$ cat config.mk
export PLATFORM = sky130hd
export DESIGN_NAME = image_packer
export DESIGN_NICKNAME = d
export VERILOG_FILES = /design/src/rtl/image_packer.sv
export SDC_FILE = /design/constraint.sdc
export NUM_CORES = 1
export LEC_CHECK = 0
export ABC_AREA = 1
export BUFFER_PORTS_ARGS = -buffer_cell sky130_fd_sc_hd__buf_2
export CORE_MARGIN = 2
export CORE_UTILIZATION = 54
export DETAILED_ROUTE_END_ITERATION = 7
export PLACE_DENSITY = 0.91
export SLEW_MARGIN = 0
export SYNTH_ARGS = -nofsm -noshare
export SYNTH_HDL_FRONTEND = slang
export SYNTH_SLANG_ARGS = --single-unit
$ cat constraint.sdc
create_clock -name clk -period 12.5 [get_ports clk]
set_input_delay 0 -clock clk [delete_from_list [all_inputs] [get_ports clk]]
set_output_delay 0 -clock clk [all_outputs]
set_load 0.005 [all_outputs]
$ cat src/rtl/image_packer.sv
// Raster-order pixel packer: collects ROWS x COLS pixels into a flat frame bus.
// The frame is then held with image_valid high until the consumer acknowledges it.
module image_packer #(
   parameter int ROWS = 4,
   parameter int COLS = 5,
   parameter int PW   = 8
) (
   input  logic                     clk,
   input  logic                     rst,
   input  logic [PW-1:0]            pix_in,
   input  logic                     pix_valid,
   input  logic                     pix_sof,
   output logic                     pix_ready,
   output logic [0:ROWS*COLS*PW-1]  image,
   output logic                     image_valid,
   input  logic                     image_ack,
   output logic                     sof_err
);

   localparam int N     = ROWS * COLS;
   localparam int IMG_W = N * PW;
   localparam int RW    = (ROWS > 1) ? $clog2(ROWS) : 1;
   localparam int CW    = (COLS > 1) ? $clog2(COLS) : 1;
   localparam int SW    = (N > 1) ? $clog2(N) : 1;
   localparam logic [RW-1:0] LAST_ROW = RW'(ROWS - 1);
   localparam logic [CW-1:0] LAST_COL = CW'(COLS - 1);

   typedef enum logic {
      FILL,
      HOLD
   } state_t;

   state_t           state_q, state_d;
   logic [RW-1:0]    row_q, row_d;
   logic [CW-1:0]    col_q, col_d;
   logic [0:IMG_W-1] image_q, image_d;
   logic             valid_q, valid_d;
   logic             err_q, err_d;

   logic [RW-1:0]    wr_row;
   logic [CW-1:0]    wr_col;
   logic [SW-1:0]    wr_slot;

   always_ff @(posedge clk or posedge rst) begin
      if (rst) begin
         state_q <= FILL;
         row_q   <= '0;
         col_q   <= '0;
         image_q <= '0;
         valid_q <= 1'b0;
         err_q   <= 1'b0;
      end else begin
         state_q <= state_d;
         row_q   <= row_d;
         col_q   <= col_d;
         image_q <= image_d;
         valid_q <= valid_d;
         err_q   <= err_d;
      end
   end

   always_comb begin
      state_d = state_q;
      row_d   = row_q;
      col_d   = col_q;
      image_d = image_q;
      valid_d = valid_q;
      err_d   = 1'b0;
      wr_row  = row_q;
      wr_col  = col_q;
      wr_slot = '0;

      unique case (state_q)
         FILL: begin
            if (pix_valid) begin
               // A start-of-frame pixel is written as slot (0,0), then counting resumes normally.
               if (pix_sof) begin
                  wr_row = '0;
                  wr_col = '0;
                  err_d  = (row_q != '0) || (col_q != '0);
               end
               wr_slot = SW'(wr_row) * SW'(COLS) + SW'(wr_col);
               for (int unsigned s = 0; s < N; s++) begin
                  if (s == 32'(wr_slot)) begin
                     image_d[s*PW +: PW] = pix_in;
                  end
               end
               if (wr_col == LAST_COL) begin
                  col_d = '0;
                  if (wr_row == LAST_ROW) begin
                     row_d   = '0;
                     state_d = HOLD;
                     valid_d = 1'b1;
                  end else begin
                     row_d = wr_row + RW'(1);
                  end
               end else begin
                  col_d = wr_col + CW'(1);
                  row_d = wr_row;
               end
            end
         end
         HOLD: begin
            if (image_ack) begin
               state_d = FILL;
               valid_d = 1'b0;
            end
         end
      endcase
   end

   assign pix_ready   = (state_q == FILL);
   assign image       = image_q;
   assign image_valid = valid_q;
   assign sof_err     = err_q;

endmodule

======== Word-level counts from Yosys, hierarchy flattened ========
Index checks and enable logic that the tools add are counted.
storage, ports and cells
  output and inout bits ................... 163
  memories ................................ 0
  memory bits (read-only) ................. 0
  bits in latches ......................... 0
  input bits .............................. 13
  register bits ........................... 168
  word-level logic and storage cells ...... 103
  RAM bits ................................ 0
operators by class
  eq/ne operators ......................... 25
  reductions and logical operators ........ 26
  mux-type cells .......................... 22
  $lt $le $gt $ge ......................... 0
  divide/modulo/power cells ............... 0
  multipliers ............................. 1
  shift operators ......................... 0
  add/sub/neg operators ................... 3
  bitwise logic cells ..................... 1
operator list
  cell                                              number
  AND reduction 3 bit                               20
  == test 4 x 5 -> 1 bit, first input constant      8
  == test 3 x 5 -> 1 bit, first input constant      4
  == test 5 bit, first input constant               4
  2-to-1 mux 3 bit                                  4
  2-to-1 mux 1 bit                                  11
  == test 2 x 5 -> 1 bit, first input constant      2
  2-to-1 mux 2 bit                                  5
  adder 5 x 3 -> 5 bit                              1
  == test 1 x 5 -> 1 bit, first input constant      1
  logical NOT 5 bit                                 1
  multiplier 2 x 3 -> 5 bit, second input constant  1
  != test 2 x 1 -> 1 bit, second input constant     2
  != test 2 bit, second input constant              2
  one-hot mux 1 bit (2 select lines)                2
  AND reduction 4 bit                               1
  adder 3 x 1 -> 3 bit, second input constant       1
  == test 3 bit, second input constant              1
  nonzero test 3 bit                                1
  adder 2 x 1 -> 2 bit, second input constant       1
  == test 2 bit, second input constant              1
  AND reduction 2 bit                               1
  nonzero test 2 bit                                1
  logical OR 1 bit                                  1
  NOT 1 bit                                         1

======== Logic depth before layout (Yosys ltp) ========
Gate-level depths: netlist of run 1.
  depth after elaboration ................. 8
  depth in mapped cells ................... 14
  gate-level depth less buffers ........... 13

======== Least setup slack after synthesis of run 1 ========
Ideal clock, no wire load.
  path type ............................... reg-to-reg
  start point ............................. register col_q[1]
  end point ............................... register image_q, in the netlist image[0]
  arrival time ............................ 2.200 ns
  required time ........................... 12.383 ns
  buffers on the path ..................... 0
  period minus slack after synthesis ...... 2.318 ns
  cell stages (with the launch flop) ...... 12
  setup time .............................. 0.117 ns
  setup slack ............................. 10.182 ns
  cell sequence ........................... dfrtp_1 -> nand2_1 -> nor2_1 -> nor2_1 -> ha_1 -> fa_1 -> inv_2 -> nand3_4 -> nor2_4 -> nand2_1 -> nand2_1 -> nand2_1
on the way
  cells in the longest elaborated chain, start to end .. 6
ends and longest elaborated chain
  item                                  line  text
  from (decl)                           35    logic [CW-1:0] col_q, col_d;
  from (signal assigned)                55    col_q <= col_d;
  2-to-1 mux 3 bit                      77    if (pix_sof) begin
  2-to-1 mux 3 bit                      75    if (pix_valid) begin
  2-to-1 mux 3 bit                      73    unique case (state_q)
  adder 5 x 3 -> 5 bit                  82    wr_slot = SW'(wr_row) * SW'(COLS) + SW'(wr_col);
  logical NOT 5 bit                     84    if (s == 32'(wr_slot)) begin
  AND reduction 3 bit (no source line)  --
  to (signal assigned)                  56    image_q <= image_d;
  to (decl)                             36    logic [0:IMG_W-1] image_q, image_d;
Every way passes these cells. The select of a mux whose other input is x is not followed.
A chain may end at the register's enable or synchronous reset.

======== Worst setup path in the final report of run 1 ========
  start point ............................. register col_q[1]
  end point ............................... register image_q, in the netlist image[53]
on the way
  cells in the longest elaborated chain, start to end .. 6
ends and longest elaborated chain
  item                                  line
  2-to-1 mux 3 bit                      77
  2-to-1 mux 3 bit                      75
  2-to-1 mux 3 bit                      73
  adder 5 x 3 -> 5 bit                  82
  == test 3 x 5 -> 1 bit                84
  AND reduction 3 bit (no source line)  --
Every way passes these cells. The select of a mux whose other input is x is not followed.

==> results of run 1 <==
[state kept, by name, indices dropped and copies added (netlist names)]
signal,count
sof_err,1
image_valid,1
col_q,3
image,160
state_q,1
row_q,2
[final timing paths]
path                            slack [ns]  cells after the start             startpoint                     to
worst min register to register        0.47                      2  image[92]$_DFFE_PP0P_  image[92]$_DFFE_PP0P_
worst min-delay path                  0.04                      4              pix_valid   col_q[1]$_DFFE_PP0P_
min in group asynchronous             0.27                      3                    rst  image[66]$_DFFE_PP0P_
worst max-delay path                  9.30                     12   col_q[1]$_DFFE_PP0P_  image[53]$_DFFE_PP0P_
max in group asynchronous            10.67                      4                    rst  image[12]$_DFFE_PP0P_
worst max register to register        9.30                     12   col_q[1]$_DFFE_PP0P_  image[53]$_DFFE_PP0P_
[where the power goes]
group          leakage (nW)  internal (mW)  switching [mW]  total (mW)
logic                  2.58         0.0951           0.147       0.242
clock network         0.277          0.294           0.203       0.497
registers              2.27          0.625          0.0495       0.674
total                  5.14           1.01           0.399        1.41
[cells in the mapped netlist, drive strengths merged]
library cell / instances / area, um2
buf: 31 / 165
o21ai: 6 / 30.0
nand3: 118 / 653
nor2: 24 / 178
fa: 1 / 20.0
ha: 5 / 62.6
clkbuf: 20 / 75.1
nand4: 65 / 407
nand2: 359 / 1360
dfrtp: 168 / 4200
inv: 22 / 82.6
[worst min-delay path, cell delays in order]
cell and delay [ns]:
buf_2 0.10, nand2_4 0.14, nand2_1 0.09, o21ai_0 0.08
[layer usage]
metal	wire [um]	track usage, %	share of wire, %
met3	1720	6.80	8.9
met4	359	8.01	1.8
met5	0	0	0
met2	9080	43.1	47
met1	8270	39.6	43
[what timing repair did]
item,4_1_cts,5_1_grt
endpoints found under the hold margin,87,0
hold buffers,3,0
endpoints found under the setup margin,0,0
[area by class of cell]
type                    instances  area, um2  area share [%]
multi-input cells             578       2710            31.0
clock buffers                  24        492            5.64
well taps                     176        220            2.53
repair buffers                183        943            10.8
inverters                      22       87.6            1.00
clock inverters                 6       66.3           0.761
flip-flops and latches        168       4200            48.2
[kinds of logic (layout without fill, tap and decap cells)]
kind of cell / after synthesis / in the layout / synth area share, %
AO/OA/AOI/OAI: 6 / 6 / 0.415
adder cells (fa/ha/maj): 6 / 6 / 1.14
buffers and inverters: 73 / 235 / 4.46
flip-flops: 168 / 168 / 58.1
AND/OR/NAND/NOR: 566 / 566 / 35.8
==> qor.txt, run 1 <==
status: finished clean
hpwl dp: 12.0 mm
power density cells: 162 nW/um2
flops & latches, synth: 168
syn nets: 838
# rows: 42
Leakage: 5.14 nW
Post-Synthesis Cells: 819
final clock skew: 0.00621 ns
critical path's top delay family: simple AND/OR/NAND/NOR gates
Worst setup EP type: register
Top cell by count, worst path: nand2_1
WHS: 0.0446 ns
largest net degree at the start of global routing: 86
placed insts: 1124
worst skew pair latency: 0.41 ns
CTS tree: done
Die Span Y: 120 um
Final period util: 25.6%
setup bufs post-CTS: 0
antenna violations before repair: 0
most frequent cells in the layout: nand2_1, buf_2, dfrtp_1, nand3_1, nand4_1
final hold viol count: 0
Worst-path clk slew: 0.06 ns
DR WL/cell: 16.8 um
Avg Cell Area, Syn: 8.83 um2
n_diodes: 0
initial core utilization: 55.0%
Critical Path RT: 12.84 ns
Total Wirelength: 19.4 mm
Area Growth Syn to Fin: 20.6%
final setup vio count: 0
Pre-Repair DR Iteration Count: 5
maximum VDD drop: 0.000133 V
number of H-tree levels: 4
fin area: 8720 um2
Tightest Pin Transition: 1.31 ns
Worst Path Max Fanout: 32
total vias in the final route: 6447
vias per cell: 5.57
synthesized cell area: 7230 um2
CTS max path bufs: 2
root buffer cell: clkbuf_16
crit path max-delay cell type: nor2_2
fin util: 66.4%
Buf+Inv Stages, Crit Path: 1
critical path arrival: 3.54 ns
post-route total power: 1.41 mW
ratio of cells with drive above 1 in the final layout: 24.3%
commonest non-fill, non-tap cell in the layout: nand2_1
CP peak stage delay: 0.98 ns
core area: 13100 um2
total gr overflow: 0
FILL cells: 1035
Post-DP Area: 8130 um2
vias in the first global route: 6091
post-synthesis sequential area ratio: 58.1%
HP Class: input port to register
NumNets Final: 989
initial DRC count: 661
final setup TNS: 0 ns
clock sinks: 168
first-pass GRT wire length: 31.4 mm
Port-buffer cells: 175
Max Clk Rate: 312 MHz
CTS Buf Count: 17
# resized after CTS: 0
post-route antenna net violation count: 0
Die Wd: 120 um
Residual DRC: 0
Synth warnings: 0
crit path cell chain: nand2_1 > nor2_1 > nor2_1 > ha_1 > fa_1 > inv_1 > nand2_1 > nand2_1 > nand2_1 > nor2_2 > nand3_1 > nand2_1
Netlist cell types: 18
die area: 14300 um2
Setup CP Type: register to register
Routability Congestion: 0.906
Slew headroom: 12.9%
worst setup margin: 9.30 ns
Critical Path Start Type: register
GRT Resource Usage Total: 27.9%
min cycle time layout: 3.20 ns
final-report max-slew violation count: 0
max_cap viols: 0
fin cells: 1157
io pins: 176
unrepaired setup endpoints after global routing: no
pre-CTS WS: 9.38 ns
Note: power is estimated with default switching activity, not from simulation.
==> run 2, diff against run 1 <==
- CORE_UTILIZATION: 54 -> 48
- PLACE_DENSITY: 0.91 -> 0.86
- clock period: 12.5 -> 2.72 ns (I/O delays scaled with it)
==> run 2 against run 1 <==
Via count is 1.6% higher. First-iteration DRC count is 21% lower. Clock skew is 0.0021 ns higher. Design area is 4.4% higher. Clock power grew to 4.6 times the previous value. Non-clock buffer count is 36 higher. Total power grew to 4.7 times the previous value. Sequential share of layout area is 2.0 points lower. Worst setup slack worse by 9.1 ns. Core utilization is 4.2 points lower. Combinational power grew to 4.9 times the previous value. Critical path depth is 1 lower. Largest cell class unchanged.
==> qor.txt, run 2 (synthesis results as in run 1) <==
placed insts: 1155 (was 1124)
Logic pwr share: 17.9% (was 17.1%)
final-report max-slew violation count: 0 (unchanged)
crit path max-delay cell type: fa_1 (was nor2_2)
vias per cell: 5.44 (was 5.57)
power density cells: 723 nW/um2 (was 162 nW/um2)
Die Wd: 127 um (was 120 um)
initial core utilization: 49.4% (was 55.0%)
min cycle time layout: 2.52 ns (was 3.20 ns)
Clk pwr share: 35.2% (about the same)
# rows: 44 (was 42)
Worst setup EP type: register (unchanged)
Area Growth Syn to Fin: 25.9% (was 20.6%)
n_diodes: 0 (unchanged)
total vias in the final route: 6549 (was 6447)
CTS Buf Count: 17 (unchanged)
maximum VDD drop: 0.000545 V (was 0.000133 V)
final setup vio count: 0 (unchanged)
critical path arrival: 2.82 ns (was 3.54 ns)
Max Clk Rate: 398 MHz (was 312 MHz)
Worst Path Max Fanout: 8 (was 32)
Sw Pwr: 1.89 mW (was 0.399 mW)
worst skew pair latency: 0.43 ns (was 0.41 ns)
Top cell by count, worst path: nand2_1 (unchanged)
final setup TNS: 0 ns (unchanged)
Residual DRC: 0 (unchanged)
Buf+Inv Stages, Crit Path: 2 (was 1)
status: finished clean (unchanged)
io pins: 176 (unchanged)
Tightest Pin Transition: 0.627 ns (was 1.31 ns)
Final period util: 92.5% (was 25.6%)
fin cells: 1203 (was 1157)
final clock skew: 0.00828 ns (was 0.00621 ns)
NumNets Final: 1025 (was 989)
die area: 16100 um2 (was 14300 um2)
fin util: 62.2% (was 66.4%)
final hold viol count: 0 (unchanged)
vias in the first global route: 6151 (was 6091)
sequential share of power: 47.0% (was 47.7%)
hpwl dp: 13.0 mm (was 12.0 mm)
Worst-path clk slew: 0.06 ns (about the same)
Routability Congestion: 0.870 (was 0.906)
max reg flops: 160 (unchanged)
root buffer cell: clkbuf_16 (unchanged)
Critical Path Start Type: register (unchanged)
commonest non-fill, non-tap cell in the layout: nand2_1 (unchanged)
Critical Path RT: 3.03 ns (was 12.84 ns)
Slew headroom: 58.2% (was 12.9%)
Post-DP Area: 8370 um2 (was 8130 um2)
largest net degree at the start of global routing: 94 (was 86)
most frequent cells in the layout: nand2_1, buf_2, dfrtp_1, nand3_1, nand4_1 (unchanged)
DR WL/cell: 16.9 um (was 16.8 um)
post-route total power: 6.58 mW (was 1.41 mW)
CTS tree: done (unchanged)
Total Wirelength: 20.3 mm (was 19.4 mm)
Setup CP Type: register to register (unchanged)
pre-CTS WS: 0.154 ns (was 9.38 ns)
CTS max path bufs: 2 (unchanged)
CP peak stage delay: 0.53 ns (was 0.98 ns)
critical path's top delay family: adder cells (was simple AND/OR/NAND/NOR gates)
Die Span Y: 127 um (was 120 um)
fin area: 9100 um2 (was 8720 um2)
GRT Resource Usage Total: 25.6% (was 27.9%)
Pre-Repair DR Iteration Count: 5 (unchanged)
crit path cell chain: inv_1 > nor2_1 > ha_1 > ha_1 > fa_1 > inv_2 > nand3_4 > nor2_4 > nand2_1 > nand2_1 > nand2_1 (was nand2_1 > nor2_1 > nor2_1 > ha_1 > fa_1 > inv_1 > nand2_1 > nand2_1 > nand2_1 > nor2_2 > nand3_1 > nand2_1)
switch share: 28.7% (was 28.2%)
post-route antenna net violation count: 0 (unchanged)
Port-buffer cells: 175 (unchanged)
initial DRC count: 525 (was 661)
total gr overflow: 0 (unchanged)
internal power: 4.69 mW (was 1.01 mW)
ratio of cells with drive above 1 in the final layout: 27.5% (was 24.3%)
first-pass GRT wire length: 32.4 mm (was 31.4 mm)
antenna violations before repair: 0 (unchanged)
Leakage: 5.35 nW (was 5.14 nW)
WHS: 0.0288 ns (was 0.0446 ns)
clock sinks: 168 (unchanged)
worst setup margin: 0.205 ns (was 9.30 ns)
core area: 14600 um2 (was 13100 um2)
HP Class: input port to register (unchanged)
max_cap viols: 0 (unchanged)
number of H-tree levels: 4 (unchanged)
-- run 2: path summary, 6_finish.rpt --
| check | from | to | slack (ns) | depth (start not counted) |
|---|---|---|---|---|
| max | row_q[0]$_DFFE_PP0P_ | image[4]$_DFFE_PP0P_ | 0.20 | 11 |
| min | pix_valid | col_q[1]$_DFFE_PP0P_ | 0.03 | 4 |
| max reg2reg | row_q[0]$_DFFE_PP0P_ | image[4]$_DFFE_PP0P_ | 0.20 | 11 |
| min reg2reg | image[131]$_DFFE_PP0P_ | image[131]$_DFFE_PP0P_ | 0.46 | 2 |
| max in group asynchronous | rst | image[25]$_DFFE_PP0P_ | 2.03 | 4 |
| min in group asynchronous | rst | image_valid$_DFFE_PP0P_ | 0.26 | 4 |
-- run 2: final cells by class --
cell class | instances | area, um2
Fill cell | 1231 | 5540
Sequential cell | 168 | 4200
Multi-Input combinational cell | 578 | 2710
Timing Repair Buffer | 219 | 1300
Clock buffer | 22 | 474
Tap cell | 184 | 230
Clock inverter | 10 | 93.8
Inverter | 22 | 86.3
-- run 2: layer usage --
layer  share of wire (%)  up-vias  track usage (%)  wire, um
met2                  46      302             39.0      9360
met4                 2.3        0             8.66       463
met3                 8.1       41             6.96      1640
li1                    -     3051                -         -
met5                   0        -                0         0
met1                  43     3155             35.7      8830
-- run 2: repair_timing --
item                                    CTS  global route
endpoints found under the setup margin    0            98
hold buffers                              3             0
resized for setup                         0             3
endpoints found under the hold margin   173             0
buffers inserted                          0            13
-- run 2: power by group through the flow --
stage          clock network [mW]  registers, mW  logic, mW
3_5_place_dp                    0           3.10       1.17
2_1_floorplan                   0           3.14      0.529
5_1_grt                      2.45           3.13       1.32
6_report                     2.31           3.09       1.18
4_1_cts                      2.35           3.08       1.17
3_3_place_gp                    0           3.11       1.11
-- run 2: worst register-to-register path: stages (launching register included) --
cell and delay [ns]:
dfrtp_1 0.39, inv_1 0.08, nor2_1 0.06, ha_1 0.20, ha_1 0.22, fa_1 0.53, inv_2 0.16, nand3_4 0.16
nor2_4 0.22, nand2_1 0.22, nand2_1 0.13, nand2_1 0.06
==> run 3, diff against run 2 <==
- HOLD_SLACK_MARGIN: default -> 0.06
==> run 3 against run 2 <==
Combinational power hardly changed. Maximum frequency hardly changed. Worst hold slack better by 0.086 ns. Die area stayed put. Highest routed layer unchanged.
==> qor.txt, run 3 (synthesis results as in run 1) <==
status: finished clean (unchanged)
Tightest Pin Transition: 0.625 ns (was 0.627 ns)
final setup TNS: 0 ns (unchanged)
crit path max-delay cell type: fa_1 (unchanged)
switch share: 28.7% (about the same)
hpwl dp: 13.0 mm (unchanged)
critical path's top delay family: adder cells (unchanged)
sequential share of power: 46.9% (was 47.0%)
DR WL/cell: 16.8 um (was 16.9 um)
min cycle time layout: 2.52 ns (about the same)
pre-CTS WS: 0.154 ns (unchanged)
Sw Pwr: 1.89 mW (about the same)
WHS: 0.115 ns (was 0.0288 ns)
Critical Path RT: 3.03 ns (about the same)
internal power: 4.69 mW (about the same)
area of the multi-input gates: 2710 um2 (unchanged)
Top cell by count, worst path: nand2_1 (unchanged)
core area: 14600 um2 (unchanged)
vias per cell: 5.44 (about the same)
Slew headroom: 58.3% (was 58.2%)
total gr overflow: 0 (unchanged)
worst-case reg-to-reg path depth: 11 (unchanged)
first-pass GRT wire length: 32.4 mm (about the same)
Total Wirelength: 20.2 mm (was 20.3 mm)
post-route antenna net violation count: 0 (unchanged)
FILL cells: 1227 (was 1231)
Worst setup EP type: register (unchanged)
max_cap viols: 0 (unchanged)
max reg flops: 160 (unchanged)
worst skew pair latency: 0.43 ns (about the same)
# rows: 44 (unchanged)
instance count on the critical path: 11 (unchanged)
root buffer cell: clkbuf_16 (unchanged)
Die Wd: 127 um (unchanged)
CTS Buf Count: 17 (unchanged)
GRT Resource Usage Total: 25.6% (unchanged)
n_diodes: 0 (unchanged)
Die Span Y: 127 um (unchanged)
Residual DRC: 0 (unchanged)
die area: 16100 um2 (unchanged)
Buf+Inv Stages, Crit Path: 2 (unchanged)
NumNets Final: 1027 (was 1025)
placed insts: 1155 (unchanged)
Critical Path Start Type: register (unchanged)
Final period util: 92.5% (about the same)
fin cells: 1205 (was 1203)
vias in the first global route: 6156 (was 6151)
final clock skew: 0.00715 ns (was 0.00828 ns)
final setup vio count: 0 (unchanged)
HP Class: input port to register (unchanged)
Area Growth Syn to Fin: 26.1% (was 25.9%)
io pins: 176 (unchanged)
Pre-Repair DR Iteration Count: 5 (unchanged)
register area: 4200 um2 (unchanged)
Max Clk Rate: 398 MHz (about the same)
final hold viol count: 0 (unchanged)
Worst Path Max Fanout: 8 (unchanged)
worst setup margin: 0.205 ns (about the same)
number of H-tree levels: 4 (unchanged)
total vias in the final route: 6561 (was 6549)
critical path arrival: 2.82 ns (about the same)
commonest non-fill, non-tap cell in the layout: nand2_1 (unchanged)
maximum VDD drop: 0.000545 V (about the same)
ratio of cells with drive above 1 in the final layout: 27.4% (was 27.5%)
CTS max path bufs: 2 (unchanged)
clock sinks: 168 (unchanged)
Port-buffer cells: 175 (unchanged)
Clk pwr share: 35.2% (about the same)
crit path cell chain: inv_1 > nor2_1 > ha_1 > ha_1 > fa_1 > inv_2 > nand3_4 > nor2_4 > nand2_1 > nand2_1 > nand2_1 (unchanged)
post-route total power: 6.59 mW (was 6.58 mW)
Routability Congestion: 0.870 (unchanged)
power density cells: 722 nW/um2 (was 723 nW/um2)
largest net degree at the start of global routing: 94 (unchanged)
initial DRC count: 548 (was 525)
antenna violations before repair: 0 (unchanged)
Worst-path clk slew: 0.06 ns (about the same)
most frequent cells in the layout: nand2_1, buf_2, dfrtp_1, nand3_1, nand4_1 (unchanged)
initial core utilization: 49.4% (unchanged)
Setup CP Type: register to register (unchanged)
final-report max-slew violation count: 0 (unchanged)
Logic pwr share: 17.9% (about the same)
CP peak stage delay: 0.53 ns (about the same)
Leakage: 5.36 nW (was 5.35 nW)
CTS tree: done (unchanged)
hold depth: 3 (was 4)
[run 3: area by class of cell]
class,instances,area share [%]
flip-flops and latches,168,46.1
multi-input cells,578,29.7
clock buffers,22,5.20
inverters,22,0.946
well taps,184,2.52
clock inverters,10,1.03
repair buffers,221,14.5
[run 3: per-layer routing]
metal	vias to the layer above	routed length, um	global-route usage (%)
met1	3178	8750	35.8
met4	0	462	8.66
met3	41	1620	6.96
met5	-	0	0
li1	3058	-	-
met2	284	9410	39.0
[run 3: per-stage QoR]
| stage | util, % | instance area [um2] |
|---|---|---|
| 6_report | 62.3 | 9120 |
| 5_1_grt | 62.3 | 9120 |
| 4_1_cts | 61.4 | 8990 |
| 3_5_place_dp | 57.2 | 8370 |
| 3_3_place_gp | 57.2 | 8370 |
| 2_1_floorplan | - | 7240 |
[run 3: worst reg2reg max path, cell delays in order (launching register included)]
cell     delay [ns]
dfrtp_1        0.39
inv_1          0.08
nor2_1         0.06
ha_1           0.20
ha_1           0.22
fa_1           0.53
inv_2          0.16
nand3_4        0.16
nor2_4         0.21
nand2_1        0.21
nand2_1        0.12
nand2_1        0.06
[run 3: repair_timing]
action | in CTS | in global routing
setup buffers | 0 | 13
hold buffers | 5 | 0
gates resized for setup | 0 | 3
endpoints found under the setup margin | 0 | 98
hold endpoints to repair | 174 | 0
[run 3: final timing paths]
check	from	slack, ns	end
min in group asynchronous	rst	0.27	image_valid$_DFFE_PP0P_
max in group asynchronous	rst	2.03	image[25]$_DFFE_PP0P_
worst max register to register	row_q[0]$_DFFE_PP0P_	0.20	image[4]$_DFFE_PP0P_
worst min-delay path	pix_in[0]	0.12	image[39]$_DFFE_PP0P_
worst max-delay path	row_q[0]$_DFFE_PP0P_	0.20	image[4]$_DFFE_PP0P_
worst min register to register	image[111]$_DFFE_PP0P_	0.46	image[111]$_DFFE_PP0P_
[run 3: power by group through the flow]
stage | registers, mW | logic (mW) | clock network, mW
finish | 3.09 | 1.18 | 2.32
detailed placement | 3.10 | 1.17 | 0
floorplan | 3.14 | 0.529 | 0
global route | 3.13 | 1.32 | 2.45
global placement | 3.11 | 1.11 | 0
CTS | 3.08 | 1.17 | 2.35
